## config.mk

```make
export PLATFORM = sky130hd
export DESIGN_NAME = cc_uart_core
export DESIGN_NICKNAME = d
export VERILOG_FILES = /design/src/rtl/cc_uart_core.sv
export SDC_FILE = /design/constraint.sdc
export NUM_CORES = 1
export LEC_CHECK = 0
export BUFFER_PORTS_ARGS = -buffer_cell sky130_fd_sc_hd__buf_4
export CAP_MARGIN = 20
export CORE_MARGIN = 1.5
export CORE_UTILIZATION = 61
export CTS_CLUSTER_DIAMETER = 40
export CTS_CLUSTER_SIZE = 24
export DETAILED_ROUTE_END_ITERATION = 12
export MAX_ROUTING_LAYER = met4
export PLACE_DENSITY = 0.8
export SYNTH_ARGS = -nofsm -noshare
export SYNTH_HDL_FRONTEND = slang
export SYNTH_SLANG_ARGS = --single-unit
```

## constraint.sdc

```tcl
create_clock -name clk -period 3.08 [get_ports clk]
set_input_delay 0.462 -clock clk [delete_from_list [all_inputs] [get_ports clk]]
set_output_delay 0.462 -clock clk [all_outputs]
set_load 0.005 [all_outputs]
```

## src/rtl/cc_uart_core.sv

```systemverilog
// cc_uart_core: full-duplex UART with generic bit timing, a first-word-fall-through RX FIFO and explicit errors.
// Optional parity bit on TX and RX is compiled in with `define CC_UART_PARITY_EN.
module cc_uart_core #(
    parameter int CLK_FREQ_HZ   = 30_000_000,
    parameter int BAUD          = 115200,
    parameter int DATA_BITS     = 8,
    parameter int RX_FIFO_DEPTH = 4,
    parameter int PARITY_ODD    = 0
) (
    input  logic                 clk,
    input  logic                 rst_n,
    input  logic                 rx_in,
    output logic [DATA_BITS-1:0] rx_data,
    output logic                 rx_valid,
    input  logic                 rx_ready,
    output logic                 rx_done,
    output logic                 rx_err,
    output logic [1:0]           rx_err_type,
    input  logic [DATA_BITS-1:0] tx_data,
    input  logic                 tx_start,
    output logic                 tx_out,
    output logic                 tx_busy,
    output logic                 tx_done
);
    localparam int DIV = CLK_FREQ_HZ / BAUD;
    localparam int CW  = $clog2(DIV + 1);
    localparam int BW  = $clog2(DATA_BITS + 1);
    localparam int AW  = $clog2(RX_FIFO_DEPTH);
    localparam int SW  = DATA_BITS + 2;
    localparam logic [CW-1:0] CNT_BIT  = CW'(DIV - 1);
    localparam logic [CW-1:0] CNT_HALF = CW'(DIV / 2 - 1);
    localparam logic [CW-1:0] CNT_ZERO = CW'(0);
    localparam logic [BW-1:0] LAST_BIT = BW'(DATA_BITS - 1);

    typedef enum logic [2:0] {R_IDLE, R_START, R_DATA, R_PARITY, R_STOP, R_WAIT} rx_state_e;
    typedef enum logic [2:0] {T_IDLE, T_START, T_DATA, T_PARITY, T_STOP} tx_state_e;

    function automatic logic parity_of(input logic [DATA_BITS-1:0] d);
        return (^d) ^ (PARITY_ODD != 0);
    endfunction

    logic [1:0]           sync_q, sync_d;
    logic                 rx_line_s;
    rx_state_e            rx_state_q, rx_state_d;
    logic [CW-1:0]        rx_cnt_q, rx_cnt_d;
    logic [BW-1:0]        rx_bits_q, rx_bits_d;
    logic [DATA_BITS-1:0] rx_shift_q, rx_shift_d;
    logic                 rx_par_err_q, rx_par_err_d;
    logic                 rx_done_q, rx_done_d, rx_err_q, rx_err_d;
    logic [1:0]           rx_err_type_q, rx_err_type_d;
    logic [DATA_BITS-1:0] mem_q [RX_FIFO_DEPTH];
    logic [DATA_BITS-1:0] mem_d [RX_FIFO_DEPTH];
    logic [AW:0]          wr_ptr_q, wr_ptr_d, rd_ptr_q, rd_ptr_d;
    logic                 push_s, pop_s, full_s, empty_s;
    tx_state_e            tx_state_q, tx_state_d;
    logic [CW-1:0]        tx_cnt_q, tx_cnt_d;
    logic [BW-1:0]        tx_bits_q, tx_bits_d;
    logic [SW-1:0]        tx_shift_q, tx_shift_d;
    logic                 tx_top_s;
    logic                 tx_out_q, tx_out_d, tx_busy_q, tx_busy_d, tx_done_q, tx_done_d;

    assign rx_line_s = sync_q[1];
    assign empty_s   = (wr_ptr_q == rd_ptr_q);
    assign full_s    = (wr_ptr_q[AW] != rd_ptr_q[AW]) && (wr_ptr_q[AW-1:0] == rd_ptr_q[AW-1:0]);
    assign pop_s     = rx_ready & ~empty_s;
`ifdef CC_UART_PARITY_EN
    assign tx_top_s  = parity_of(tx_data);
`else
    assign tx_top_s  = 1'b1;
`endif

    assign rx_data     = mem_q[rd_ptr_q[AW-1:0]];
    assign rx_valid    = ~empty_s;
    assign rx_done     = rx_done_q;
    assign rx_err      = rx_err_q;
    assign rx_err_type = rx_err_type_q;
    assign tx_out      = tx_out_q;
    assign tx_busy     = tx_busy_q;
    assign tx_done     = tx_done_q;

    // RX synchroniser, receive FSM and the stop-bit verdict (push / done / error)
    always_comb begin
        sync_d        = {sync_q[0], rx_in};
        rx_state_d    = rx_state_q;
        rx_cnt_d      = rx_cnt_q;
        rx_bits_d     = rx_bits_q;
        rx_shift_d    = rx_shift_q;
        rx_par_err_d  = rx_par_err_q;
        rx_err_type_d = rx_err_type_q;
        rx_done_d     = 1'b0;
        rx_err_d      = 1'b0;
        push_s        = 1'b0;
        case (rx_state_q)
            R_IDLE: begin
                if (!rx_line_s) begin
                    rx_state_d   = R_START;
                    rx_cnt_d     = CNT_HALF;
                    rx_par_err_d = 1'b0;
                end else begin
                    rx_cnt_d = rx_cnt_q;
                end
            end
            R_START: begin
                if (rx_cnt_q != CNT_ZERO) begin
                    rx_cnt_d = rx_cnt_q - CW'(1);
                end else if (!rx_line_s) begin
                    rx_state_d = R_DATA;
                    rx_cnt_d   = CNT_BIT;
                    rx_bits_d  = BW'(0);
                end else begin
                    rx_state_d = R_IDLE;
                end
            end
            R_DATA: begin
                if (rx_cnt_q != CNT_ZERO) begin
                    rx_cnt_d = rx_cnt_q - CW'(1);
                end else begin
                    rx_cnt_d   = CNT_BIT;
                    rx_shift_d = {rx_line_s, rx_shift_q[DATA_BITS-1:1]};
                    if (rx_bits_q == LAST_BIT) begin
`ifdef CC_UART_PARITY_EN
                        rx_state_d = R_PARITY;
`else
                        rx_state_d = R_STOP;
`endif
                    end else begin
                        rx_bits_d = rx_bits_q + BW'(1);
                    end
                end
            end
            R_PARITY: begin
                if (rx_cnt_q != CNT_ZERO) begin
                    rx_cnt_d = rx_cnt_q - CW'(1);
                end else begin
                    rx_cnt_d     = CNT_BIT;
                    rx_par_err_d = (rx_line_s != parity_of(rx_shift_q));
                    rx_state_d   = R_STOP;
                end
            end
            R_STOP: begin
                if (rx_cnt_q != CNT_ZERO) begin
                    rx_cnt_d = rx_cnt_q - CW'(1);
                end else if (!rx_line_s) begin
                    rx_err_d      = 1'b1;
                    rx_err_type_d = 2'b01;
                    rx_state_d    = R_WAIT;
                end else if (rx_par_err_q) begin
                    rx_err_d      = 1'b1;
                    rx_err_type_d = 2'b10;
                    rx_state_d    = R_IDLE;
                end else if (full_s && !pop_s) begin
                    rx_err_d      = 1'b1;
                    rx_err_type_d = 2'b11;
                    rx_state_d    = R_IDLE;
                end else begin
                    push_s     = 1'b1;
                    rx_done_d  = 1'b1;
                    rx_state_d = R_IDLE;
                end
            end
            R_WAIT: begin
                if (rx_line_s) begin
                    rx_state_d = R_IDLE;
                end else begin
                    rx_state_d = R_WAIT;
                end
            end
            default: rx_state_d = R_IDLE;
        endcase
    end

    // FIFO storage and pointer updates; pointers carry one wrap bit
    always_comb begin
        mem_d = mem_q;
        if (push_s) begin
            mem_d[wr_ptr_q[AW-1:0]] = rx_shift_q;
        end else begin
            mem_d = mem_q;
        end
        wr_ptr_d = wr_ptr_q + (AW + 1)'(push_s);
        rd_ptr_d = rd_ptr_q + (AW + 1)'(pop_s);
    end

    // TX FSM: a {top, data, start} frame shifts out LSB first, ones fill from the top
    always_comb begin
        tx_state_d = tx_state_q;
        tx_cnt_d   = tx_cnt_q;
        tx_bits_d  = tx_bits_q;
        tx_shift_d = tx_shift_q;
        tx_out_d   = tx_out_q;
        tx_busy_d  = tx_busy_q;
        tx_done_d  = 1'b0;
        case (tx_state_q)
            T_IDLE: begin
                tx_out_d  = 1'b1;
                tx_busy_d = 1'b0;
                if (tx_start) begin
                    tx_state_d = T_START;
                    tx_cnt_d   = CNT_BIT;
                    tx_shift_d = {tx_top_s, tx_data, 1'b0};
                    tx_out_d   = 1'b0;
                    tx_busy_d  = 1'b1;
                end else begin
                    tx_state_d = T_IDLE;
                end
            end
            T_START, T_DATA, T_PARITY, T_STOP: begin
                if (tx_cnt_q != CNT_ZERO) begin
                    tx_cnt_d = tx_cnt_q - CW'(1);
                end else begin
                    tx_cnt_d   = CNT_BIT;
                    tx_shift_d = {1'b1, tx_shift_q[SW-1:1]};
                    tx_out_d   = tx_shift_q[1];
                    case (tx_state_q)
                        T_START: begin
                            tx_state_d = T_DATA;
                            tx_bits_d  = BW'(0);
                        end
                        T_DATA: begin
                            if (tx_bits_q == LAST_BIT) begin
`ifdef CC_UART_PARITY_EN
                                tx_state_d = T_PARITY;
`else
                                tx_state_d = T_STOP;
`endif
                            end else begin
                                tx_bits_d = tx_bits_q + BW'(1);
                            end
                        end
                        T_PARITY: tx_state_d = T_STOP;
                        default: begin
                            tx_state_d = T_IDLE;
                            tx_out_d   = 1'b1;
                            tx_busy_d  = 1'b0;
                            tx_done_d  = 1'b1;
                        end
                    endcase
                end
            end
            default: tx_state_d = T_IDLE;
        endcase
    end

    // State registers; reset aborts both directions and empties the FIFO
    always_ff @(posedge clk or negedge rst_n) begin
        if (!rst_n) begin
            sync_q        <= 2'b11;
            rx_state_q    <= R_IDLE;
            rx_cnt_q      <= CNT_ZERO;
            rx_bits_q     <= BW'(0);
            rx_shift_q    <= {DATA_BITS{1'b0}};
            rx_par_err_q  <= 1'b0;
            rx_done_q     <= 1'b0;
            rx_err_q      <= 1'b0;
            rx_err_type_q <= 2'b00;
            for (int i = 0; i < RX_FIFO_DEPTH; i++) begin
                mem_q[i] <= {DATA_BITS{1'b0}};
            end
            wr_ptr_q      <= (AW + 1)'(0);
            rd_ptr_q      <= (AW + 1)'(0);
            tx_state_q    <= T_IDLE;
            tx_cnt_q      <= CNT_ZERO;
            tx_bits_q     <= BW'(0);
            tx_shift_q    <= {SW{1'b1}};
            tx_out_q      <= 1'b1;
            tx_busy_q     <= 1'b0;
            tx_done_q     <= 1'b0;
        end else begin
            sync_q        <= sync_d;
            rx_state_q    <= rx_state_d;
            rx_cnt_q      <= rx_cnt_d;
            rx_bits_q     <= rx_bits_d;
            rx_shift_q    <= rx_shift_d;
            rx_par_err_q  <= rx_par_err_d;
            rx_done_q     <= rx_done_d;
            rx_err_q      <= rx_err_d;
            rx_err_type_q <= rx_err_type_d;
            mem_q         <= mem_d;
            wr_ptr_q      <= wr_ptr_d;
            rd_ptr_q      <= rd_ptr_d;
            tx_state_q    <= tx_state_d;
            tx_cnt_q      <= tx_cnt_d;
            tx_bits_q     <= tx_bits_d;
            tx_shift_q    <= tx_shift_d;
            tx_out_q      <= tx_out_d;
            tx_busy_q     <= tx_busy_d;
            tx_done_q     <= tx_done_d;
        end
    end
endmodule

```

==> results of run 1 <==
## power groups by stage
stage | combinational (mW) | clock (mW) | sequential (mW)
4_1_cts | 0.0463 | 0.892 | 1.26
5_1_grt | 0.0559 | 0.938 | 1.27
2_1_floorplan | 0.00773 | 0 | 1.29
6_report | 0.0486 | 0.881 | 1.26
3_3_place_gp | 0.0449 | 0 | 1.29
3_5_place_dp | 0.0461 | 0 | 1.29
## worst max-delay path, stage by stage (launching register included)
cell and delay [ps]:
dfrtp_1 390, inv_1 100, ha_1 220, or3b_4 430, or3_4 400, or3_1 510, inv_1 170, nand3_2 250
mux2_2 360
## worst paths after layout
| kind | cells past startpoint | from | slack, ps | to |
|---|---|---|---|---|
| min reg2reg | 0 | sync_q[0] | 370 | sync_q[1] |
| max | 8 | rx_cnt_q[0] | 140 | mem_q[1] |
| min | 1 | rst_n | 10 | tx_done |
| min in group clk | 1 | rx_in | 190 | sync_q[0] |
| max reg2reg | 8 | rx_cnt_q[0] | 140 | mem_q[1] |
| max in group asynchronous | 3 | rst_n | 2180 | tx_shift_q[2] |
## registers in the layout, summed over array words and instances (netlist names), 2 cells and up
signal       cells
mem_q           32
rd_ptr_q         3
rx_bits_q        4
rx_cnt_q         9
rx_err_type      2
rx_shift_q       8
rx_state_q       3
sync_q           2
tx_bits_q        4
tx_cnt_q         9
tx_shift_q       8
tx_state_q       3
wr_ptr_q         3
## cell usage in the layout (no fill, tap or decap), types with 3 or more instances in the layout
cell and instances:
mux2i_1 9, nand2b_1 6, nor2b_1 4, o21ai_0 30, or3_1 5, a21oi_1 15, mux4_2 8, nand2_1 20
clkbuf_8 9, nor2_1 25, a31oi_1 5, a22o_1 3, xnor2_1 8, o41ai_1 4, nor3_1 8, inv_8 3
nand3b_1 3, xor2_1 5, ha_1 8, or4_1 3, dfstp_2 11, inv_1 14, nand3_1 7, buf_4 36
mux2_2 49, dfrtp_1 85, or2_2 6, nand4_1 4, o31ai_1 6
## cell type report
| cell class | count | area, µm² |
|---|---|---|
| Sequential cell | 96 | 2416 |
| Multi-Input combinational cell | 280 | 2205 |
| Fill cell | 511 | 2043 |
| Timing Repair Buffer | 38 | 317.8 |
| Clock buffer | 9 | 123.9 |
| Tap cell | 99 | 123.9 |
| Clock inverter | 7 | 87.58 |
| Inverter | 14 | 52.55 |
## kinds of logic after synthesis
kind of cell	synth area share [%]
AND/OR/NAND/NOR	12.66
flip-flops	50.92
AO/OA/AOI/OAI	11.50
multiplexers	17.80
buffers and inverters	2.611
XOR/XNOR	2.400
adder cells (fa/ha/maj)	2.110
## routing by layer
layer	GRT usage, %	vias to the layer above
met3	3.099	16
met5	-	-
li1	-	1560
met4	10.29	0
met2	37.75	74
met1	32.81	1637
==> run_results.csv, run 1 <==
group,metric,value,unit
final_layout,fin_nets,460,
final_layout,fin_area,5326,µm²
worst_setup_path,crit_fanout,8,
global_routing,grt_use_total,24.42,%
detailed_routing,avgRoutedWirePerCell,16.86,µm
synth,synth_common_cells,"dfrtp_1 (85), mux2_2 (49), o21ai_0 (30)",
floorplan,dieArea,8316,µm²
detailed_routing,first_pass_iters,4,
place,numPortBuffers,28,
final_layout,area_growth,12.26,%
detailed_routing,drtIter0Drc,171,
pwr,cellLeakagePower,2.463,nW
pwr,p_clk_share,40.2,%
synth,synth_ff_type,"dfrtp_1",
sta,slew_headroom,48.60,%
sta,rsz0062_at_grt,"no",
synth,synthTopCellsByArea,"dfrtp_1 (45%), mux2_2 (12%), dfstp_2 (6.1%)",
final_layout,post-route-util,72.28,%
global_routing,grt_overflow,0,
floorplan,start_util,64.38,%
worst_setup_path,start_kind,"flop",
floorplan,fp.dieH,91.19,µm
synth,synth_top_area_share,44.83,%
detailed_routing,routed.top_layer,"met4",
pwr,p_sw,0.5195,mW
floorplan,core.rowCount,31,
clock_network,cts-resized-gates,0,
synth,seq_area_frac_synth,50.92,%
final_layout,finalNonFillerCells,543,
worst_setup_path,criticalPathCategory,"flop to flop",
detailed_routing,wl_met2,4496,µm
final_layout,diodes,0,
detailed_routing,m1WireLength,4201,µm
place,gp_congestion,0.8582,
place,place_ws,84.24,ps
global_routing,grt_max_degree,89,
clock_network,holdBufCountCts,0,
pwr,vdd_drop_max,0.0003037,V
clock_network,clock-sinks,96,
clock_network,worstSkewPairLatency,370,ps
sta,period_share,95.57,%
detailed_routing,drc,0,
sta,final.setup.tns,0,ps
place,dpl_cell_area,5067,µm²
detailed_routing,met3_length,283,µm
synth,synth_warnings,0,
detailed_routing,ant_nets,0,
sta,skew,11.82,ps
global_routing,grt_pass1_wl,15670,µm
clock_network,cts-root-buf,"clkbuf_8",
detailed_routing,routed_wirelength,9153,µm
pwr,p_seq_share,57.6,%
place,dp.cells,525,
pwr,pwr-share-comb,2.2,%
detailed_routing,num_vias,3287,
synth,synth_most_common_cell,"dfrtp_1",
synth,ys_ff_latch,96,
worst_setup_path,worstSetupEndpointType,"flop",
sta,fin_crit,2944,ps
sta,maxSlewViolCount,0,
global_routing,antenna_found_initial,0,
synth,syn_area_per_cell,11.63,µm²
pwr,p_sw_share,23.67,%
pwr,total_power,2.195,mW
hold_path,min_path_type,"input port to async pin",
sta,fin_ws,136.3,ps
sta,worst-slew-pin-transition,771.0,ps
sta,worst_hold_slack,14.03,ps
clock_network,cts_buffers,9,
clock_network,post_cts_buffers,0,
floorplan,die_width,91.19,µm
synth,synthCells,408,
clock_network,cts_max_level,3,
clock_network,cts_tree,"built",
clock_network,path_clk_slew,100,ps
floorplan,ios,29,
synth,async_flop_share,100.0,%
sta,setup_violations,0,
synth,synth_area,4745,µm²
floorplan,core,7370,µm²
pwr,powerDensity,412.0,nW/µm²
synth,syn_nets,429,
detailed_routing,viasPerCell,6.053,
global_routing,grt_pass1_vias,3266,
run,cap_violations,0,
status,status,"finished, final reports clean",
pwr,intPower,1.675,mW
final_layout,drive_gt1_share,30.63,%
place,place_hpwl,6167,µm
clock_network,cts_buffer_depth,2,
worst_setup_path,worstPathArrival,3210,ps
synth,synth_edf_count,0,
sta,fmax,339.7,MHz
synth,yosysTopAreaCell,"dfrtp_1",
sta,finalHoldViolCount,0,
worst_setup_path,worst-endpoint-required,3340,ps
synth,yosysUniqueCellTypes,57,
Power figures use the tool's default switching activity.
==> run 2: changes to the inputs <==
- BUFFER_PORTS_ARGS: -buffer_cell sky130_fd_sc_hd__buf_4 -> default
- CORE_UTILIZATION: 61 -> 63
- DONT_BUFFER_PORTS: default -> 1
- PLACE_DENSITY: 0.8 -> 0.79
==> run_results.csv, run 2 (synthesized netlist as in run 1, its figures left out) <==
group,metric,value,unit
final_layout,area_growth,6.830,%
clock_network,cts_max_level,3,
worst_setup_path,cp_cell_sequence,"inv_1 > ha_1 > or3b_4 > or3_4 > or3_1 > nor3b_4 > buf_4 > mux2_2",
pwr,pwr-share-comb,1.6,%
clock_network,cts-root-buf,"clkbuf_8",
detailed_routing,num_vias,3102,
pwr,p_clk_share,37.6,%
pwr,cellLeakagePower,2.297,nW
global_routing,grt_max_degree,97,
place,dpl_cell_area,4835,µm²
place,numPortBuffers,0,
pwr,powerDensity,410.3,nW/µm²
detailed_routing,drtIter0Drc,230,
worst_setup_path,reg2reg_depth,8,
sta,skew,13.46,ps
sta,fmax,344.4,MHz
floorplan,dieArea,8060,µm²
clock_network,path_clk_slew,100,ps
global_routing,antenna_found_initial,0,
sta,period_share,94.28,%
worst_setup_path,start_kind,"flop",
sta,fin_ws,176.1,ps
sta,final.setup.tns,0,ps
detailed_routing,avgRoutedWirePerCell,17.02,µm
worst_setup_path,crit_fanout,8,
pwr,p_sw,0.4999,mW
status,status,"finished, violations left",
worst_setup_path,worstSetupEndpointType,"flop",
detailed_routing,viasPerCell,6.059,
sta,rsz0062_at_grt,"no",
place,place_ws,95.21,ps
hold_path,min_path_type,"input port to async pin",
floorplan,start_util,65.41,%
clock_network,cts_buffer_depth,2,
detailed_routing,routed_wirelength,8712,µm
floorplan,core.rowCount,31,
sta,slew_headroom,49.48,%
worst_setup_path,slowest_delay,510,ps
detailed_routing,ant_nets,0,
floorplan,fp.dieH,89.78,µm
place,dp.cells,494,
final_layout,largest_reg_flops,32,
floorplan,die_width,89.78,µm
final_layout,diodes,0,
worst_setup_path,worst-endpoint-required,3330,ps
final_layout,fin_area,5069,µm²
sta,setup_violations,0,
sta,maxSlewViolCount,0,
final_layout,regMostFlops,"mem_q",
final_layout,top_regs,"mem_q (32), rx_cnt_q (9), tx_cnt_q (9)",
detailed_routing,drc,0,
clock_network,worstSkewPairLatency,370,ps
global_routing,grt_use_total,24.05,%
final_layout,drive_gt1_share,25.42,%
final_layout,fin_nets,429,
final_layout,layout_commonest_cell,"dfrtp_1",
clock_network,cts_tree,"built",
final_layout,final_cell_mix,"dfrtp_1 (85), mux2_2 (49), o21ai_0 (30), nor2_1 (25), nand2_1 (20)",
clock_network,cts_buffers,9,
sta,worst-slew-pin-transition,757.8,ps
global_routing,grt_pass1_wl,14990,µm
status,failed_checks,"hold timing",
final_layout,finalNonFillerCells,512,
worst_setup_path,criticalPathCategory,"flop to flop",
clock_network,cts-resized-gates,0,
clock_network,clock-sinks,96,
worst_setup_path,worstPathArrival,3160,ps
place,place_hpwl,6127,µm
sta,finalHoldViolCount,5,
sta,worst_hold_slack,-14.23,ps
global_routing,grt_pass1_vias,3110,
detailed_routing,first_pass_iters,4,
pwr,vdd_drop_max,0.0002980,V
floorplan,core,7253,µm²
pwr,p_seq_share,60.8,%
sta,fin_crit,2904,ps
run,cap_violations,0,
pwr,p_sw_share,24.04,%
global_routing,grt_overflow,0,
place,gp_congestion,0.8605,
worst_setup_path,cp_slowest_cell,"or3_1",
pwr,intPower,1.580,mW
floorplan,ios,29,
## run 2: cell count changes in the layout (fill, tap and decap cells not counted)
cell / before / now
inv_8: 3 / 1
buf_4: 36 / 5
clkinvlp_4: 2 / 1
bufinv_16: 1 / 0
inv_6: 1 / 3
clkinv_4: 0 / 2
## run 2: worst max-delay path, delay by kind of cell (launching register included)
family                   cells  cell delay (ps)
multiplexers                 1              350
buffers and inverters        2              310
AND/OR/NAND/NOR              4             1540
adder cells (fa/ha/maj)      1              200
flip-flops                   1              400
## run 2: layer usage
| layer | global-route usage, % | wire, µm | vias up |
|---|---|---|---|
| li1 | - | - | 1496 |
| met1 | 32.70 | 4098 | 1551 |
| met2 | 36.26 | 4150 | 43 |
| met3 | 5.753 | 327 | 12 |
| met4 | 7.407 | 136 | 0 |
| met5 | - | 0 | - |
## run 2: metrics by stage
step                      total power [mW]  utilization [%]
after floorplan                      1.295                -
after global placement               1.295            66.66
after detailed placement             1.296            66.66
after CTS                            2.093            69.60
after global routing                 2.157            69.88
final                                2.080            69.88
## run 2: path summary, 6_finish.rpt
| kind | slack [ps] | end | from |
|---|---|---|---|
| worst min register to register | 360 | sync_q[1] | sync_q[0] |
| max in group asynchronous | 2690 | tx_shift_q[6] | rst_n |
| worst max-delay path | 180 | mem_q[16] | rx_cnt_q[0] |
| worst min-delay path | -10 | tx_state_q[1] | rst_n |
| min in group clk | 90 | sync_q[0] | rx_in |
| worst max register to register | 180 | mem_q[16] | rx_cnt_q[0] |
## run 2: cell type report
cell class / count / area [µm²]
clock inverter: 7 / 62.56
clock buffer: 9 / 123.9
timing repair buffer: 7 / 85.08
tap: 99 / 123.9
multi-input combinational: 280 / 2205
inverter: 14 / 52.55
sequential: 96 / 2416
fill: 526 / 2185
## run 2: what timing repair did
item / in CTS / in global routing
endpoints found under the hold margin: 96 / 0
endpoints found under the setup margin: 0 / 8
hold buffers: 1 / 0
setup buffers: 0 / 1
## run 2: power groups by stage
stage	Clock [mW]	Sequential (mW)	Combinational [mW]
after floorplan	0	1.29	0.00773
after global placement	0	1.29	0.00615
after detailed placement	0	1.29	0.00644
after CTS	0.794	1.26	0.0345
after global routing	0.853	1.27	0.0387
final	0.782	1.26	0.0328
==> run 3: changes to the inputs <==
- ABC_AREA: default -> 1
- CORE_UTILIZATION: 63 -> 64
- PLACE_DENSITY: 0.79 -> default
- PLACE_DENSITY_LB_ADDON: default -> 0.05
==> run_results.csv, run 3 <==
group,metric,value,unit
status,status,"finished, violations left",
status,failed_checks,"hold timing",
sta,fin_crit,2145,ps
place,place_hpwl,7159,µm
worst_setup_path,crit_fanout,21,
run,cap_violations,0,
detailed_routing,ant_nets,0,
worst_setup_path,worstSetupEndpointType,"flop",
pwr,cellLeakagePower,2.830,nW
synth,synthTopCellsByArea,"dfrtp_1 (41%), nand2_1 (17%), dfstp_2 (5.6%)",
final_layout,fin_area,5336,µm²
pwr,total_power,2.068,mW
global_routing,antenna_found_initial,0,
floorplan,core,7727,µm²
clock_network,cts-resized-gates,0,
synth,ys_ff_latch,96,
clock_network,cts_tree,"built",
detailed_routing,viasPerCell,5.586,
floorplan,die_width,92.54,µm
pwr,vdd_drop_max,0.0002883,V
synth,synth_most_common_cell,"nand2_1",
final_layout,finalNonFillerCells,752,
clock_network,cts_buffer_depth,2,
global_routing,grt_overflow,0,
final_layout,top_regs,"mem_q (32), rx_cnt_q (9), tx_cnt_q (9)",
detailed_routing,first_pass_iters,5,
synth,yosysTopAreaCell,"dfrtp_1",
synth,synth_top_area_share,41.45,%
sta,worst-slew-pin-transition,549.8,ps
sta,fmax,466.2,MHz
global_routing,grt_max_degree,97,
sta,maxSlewViolCount,0,
final_layout,layout_commonest_cell,"nand2_1",
detailed_routing,num_vias,4201,
floorplan,dieArea,8564,µm²
synth,synth_common_cells,"nand2_1 (234), dfrtp_1 (85), nor2_1 (53)",
sta,finalHoldViolCount,8,
final_layout,n_fill_cell,614,
final_layout,final_cell_mix,"nand2_1 (234), dfrtp_1 (85), nor2_1 (53), inv_1 (49), nand4_1 (40)",
synth,synth_ff_type,"dfrtp_1",
synth,syn_area_per_cell,7.882,µm²
final_layout,post-route-util,69.06,%
clock_network,worstSkewPairLatency,360,ps
synth,seq_area_frac_synth,47.09,%
clock_network,clock-sinks,96,
clock_network,post_cts_buffers,0,
clock_network,cts-root-buf,"clkbuf_8",
place,gp_congestion,0.8562,
synth,syn_nets,672,
detailed_routing,avgRoutedWirePerCell,13.65,µm
floorplan,core.rowCount,32,
synth,yosysUniqueCellTypes,33,
final_layout,area_growth,3.999,%
worst_setup_path,start_kind,"flop",
sta,final.setup.tns,0,ps
worst_setup_path,criticalPathCategory,"flop to flop",
sta,setup_violations,0,
sta,period_share,69.65,%
synth,synth_area,5131,µm²
final_layout,seq_area,2416,µm²
sta,worst_hold_slack,-6.693,ps
place,dp.cells,735,
hold_path,min_path_type,"input port to async pin",
synth,synth_warnings,0,
floorplan,start_util,66.40,%
final_layout,fin_nets,666,
final_layout,diodes,0,
clock_network,path_clk_slew,90,ps
clock_network,cts_max_level,3,
floorplan,fp.dieH,92.54,µm
clock_network,cts_buffers,9,
global_routing,grt_pass1_wl,18070,µm
final_layout,largest_reg_flops,32,
synth,synthCells,651,
worst_setup_path,worst-endpoint-required,3330,ps
final_layout,drive_gt1_share,9.385,%
global_routing,grt_pass1_vias,4070,
detailed_routing,drc,0,
sta,slew_headroom,63.07,%
sta,skew,17.94,ps
worst_setup_path,worstPathArrival,2390,ps
synth,synth_edf_count,0,
place,numPortBuffers,0,
place,dpl_cell_area,5136,µm²
global_routing,grt_use_total,26.91,%
final_layout,multi_input_area,2341,µm²
detailed_routing,drtIter0Drc,251,
final_layout,regMostFlops,"mem_q",
floorplan,ios,29,
sta,rsz0062_at_grt,"no",
detailed_routing,routed_wirelength,10270,µm
clock_network,holdBufCountCts,1,
synth,async_flop_share,100.0,%
pwr,powerDensity,387.5,nW/µm²
[run 3: cell count changes after synthesis, sizes merged, moves of 18 or more]
cell	delta
inv	+45
nand4	+36
nor2	+36
nand2	+221
nand3	+24
mux2	-51
o21ai	+18
[run 3: kinds of logic (layout without fill, tap and decap cells)]
group | after synthesis | in the layout | synth area share, %
simple gates | 380 | 380 | 33.72
xor+xnor | 14 | 14 | 2.390
compound gates | 72 | 72 | 7.559
buf+inv | 81 | 80 | 7.291
fa+ha+maj | 8 | 8 | 1.951
flops | 96 | 96 | 47.09
[run 3: path summary, 6_finish.rpt]
check / start / end / slack [ps] / cells after the start
worst max-delay path: rx_cnt_q[0] / mem_q[25] / 930 / 10
worst min-delay path: rst_n / mem_q[3] / -7 / 1
worst max register to register: rx_cnt_q[0] / mem_q[25] / 930 / 10
worst min register to register: sync_q[0] / sync_q[1] / 360 / 0
max in group asynchronous: rst_n / tx_shift_q[6] / 2650 / 1
min in group clk: rx_in / sync_q[0] / 100 / 0
[run 3: routing by layer]
metal	routed length, µm	global-route usage [%]	vias up	part of all wire [%]
li1	-	-	2096	-
met1	4767	35.32	1997	46
met2	4979	43.87	99	48
met3	419	3.530	9	4.1
met4	100	8.205	0	0.97
met5	0	-	-	0
[run 3: cell type report]
type | instances | share of cell area (%)
clock buffers | 11 | 2.462
clock inverters | 5 | 0.7737
inverters | 59 | 4.150
multi-input cells | 474 | 43.87
flip-flops and latches | 96 | 45.28
well taps | 102 | 2.392
repair buffers | 5 | 1.079
[run 3: through the flow]
step                      hold WS, ps  setup slack (ps)
after floorplan                 166.4              1135
after CTS                       30.22             939.0
after global placement          168.4              1011
final                          -6.693             934.9
after global routing            43.96             701.7
after detailed placement        168.7             955.0
[run 3: worst max-delay path, cell delays in order, from the launching register on]
cell	delay [ps]
dfrtp_1	410
inv_1	110
ha_1	250
nand2_2	130
nor2_8	150
nand3_4	100
nor2_8	300
buf_4	310
nand3_4	140
nand2_1	100
nand2_1	50
[run 3: power breakdown]
group | leakage [nW] | switching [mW] | total [mW] | internal, mW
combinational | 1.49 | 0.0298 | 0.0363 | 0.00649
sequential | 1.26 | 0.00173 | 1.27 | 1.26
clock | 0.0810 | 0.462 | 0.766 | 0.304
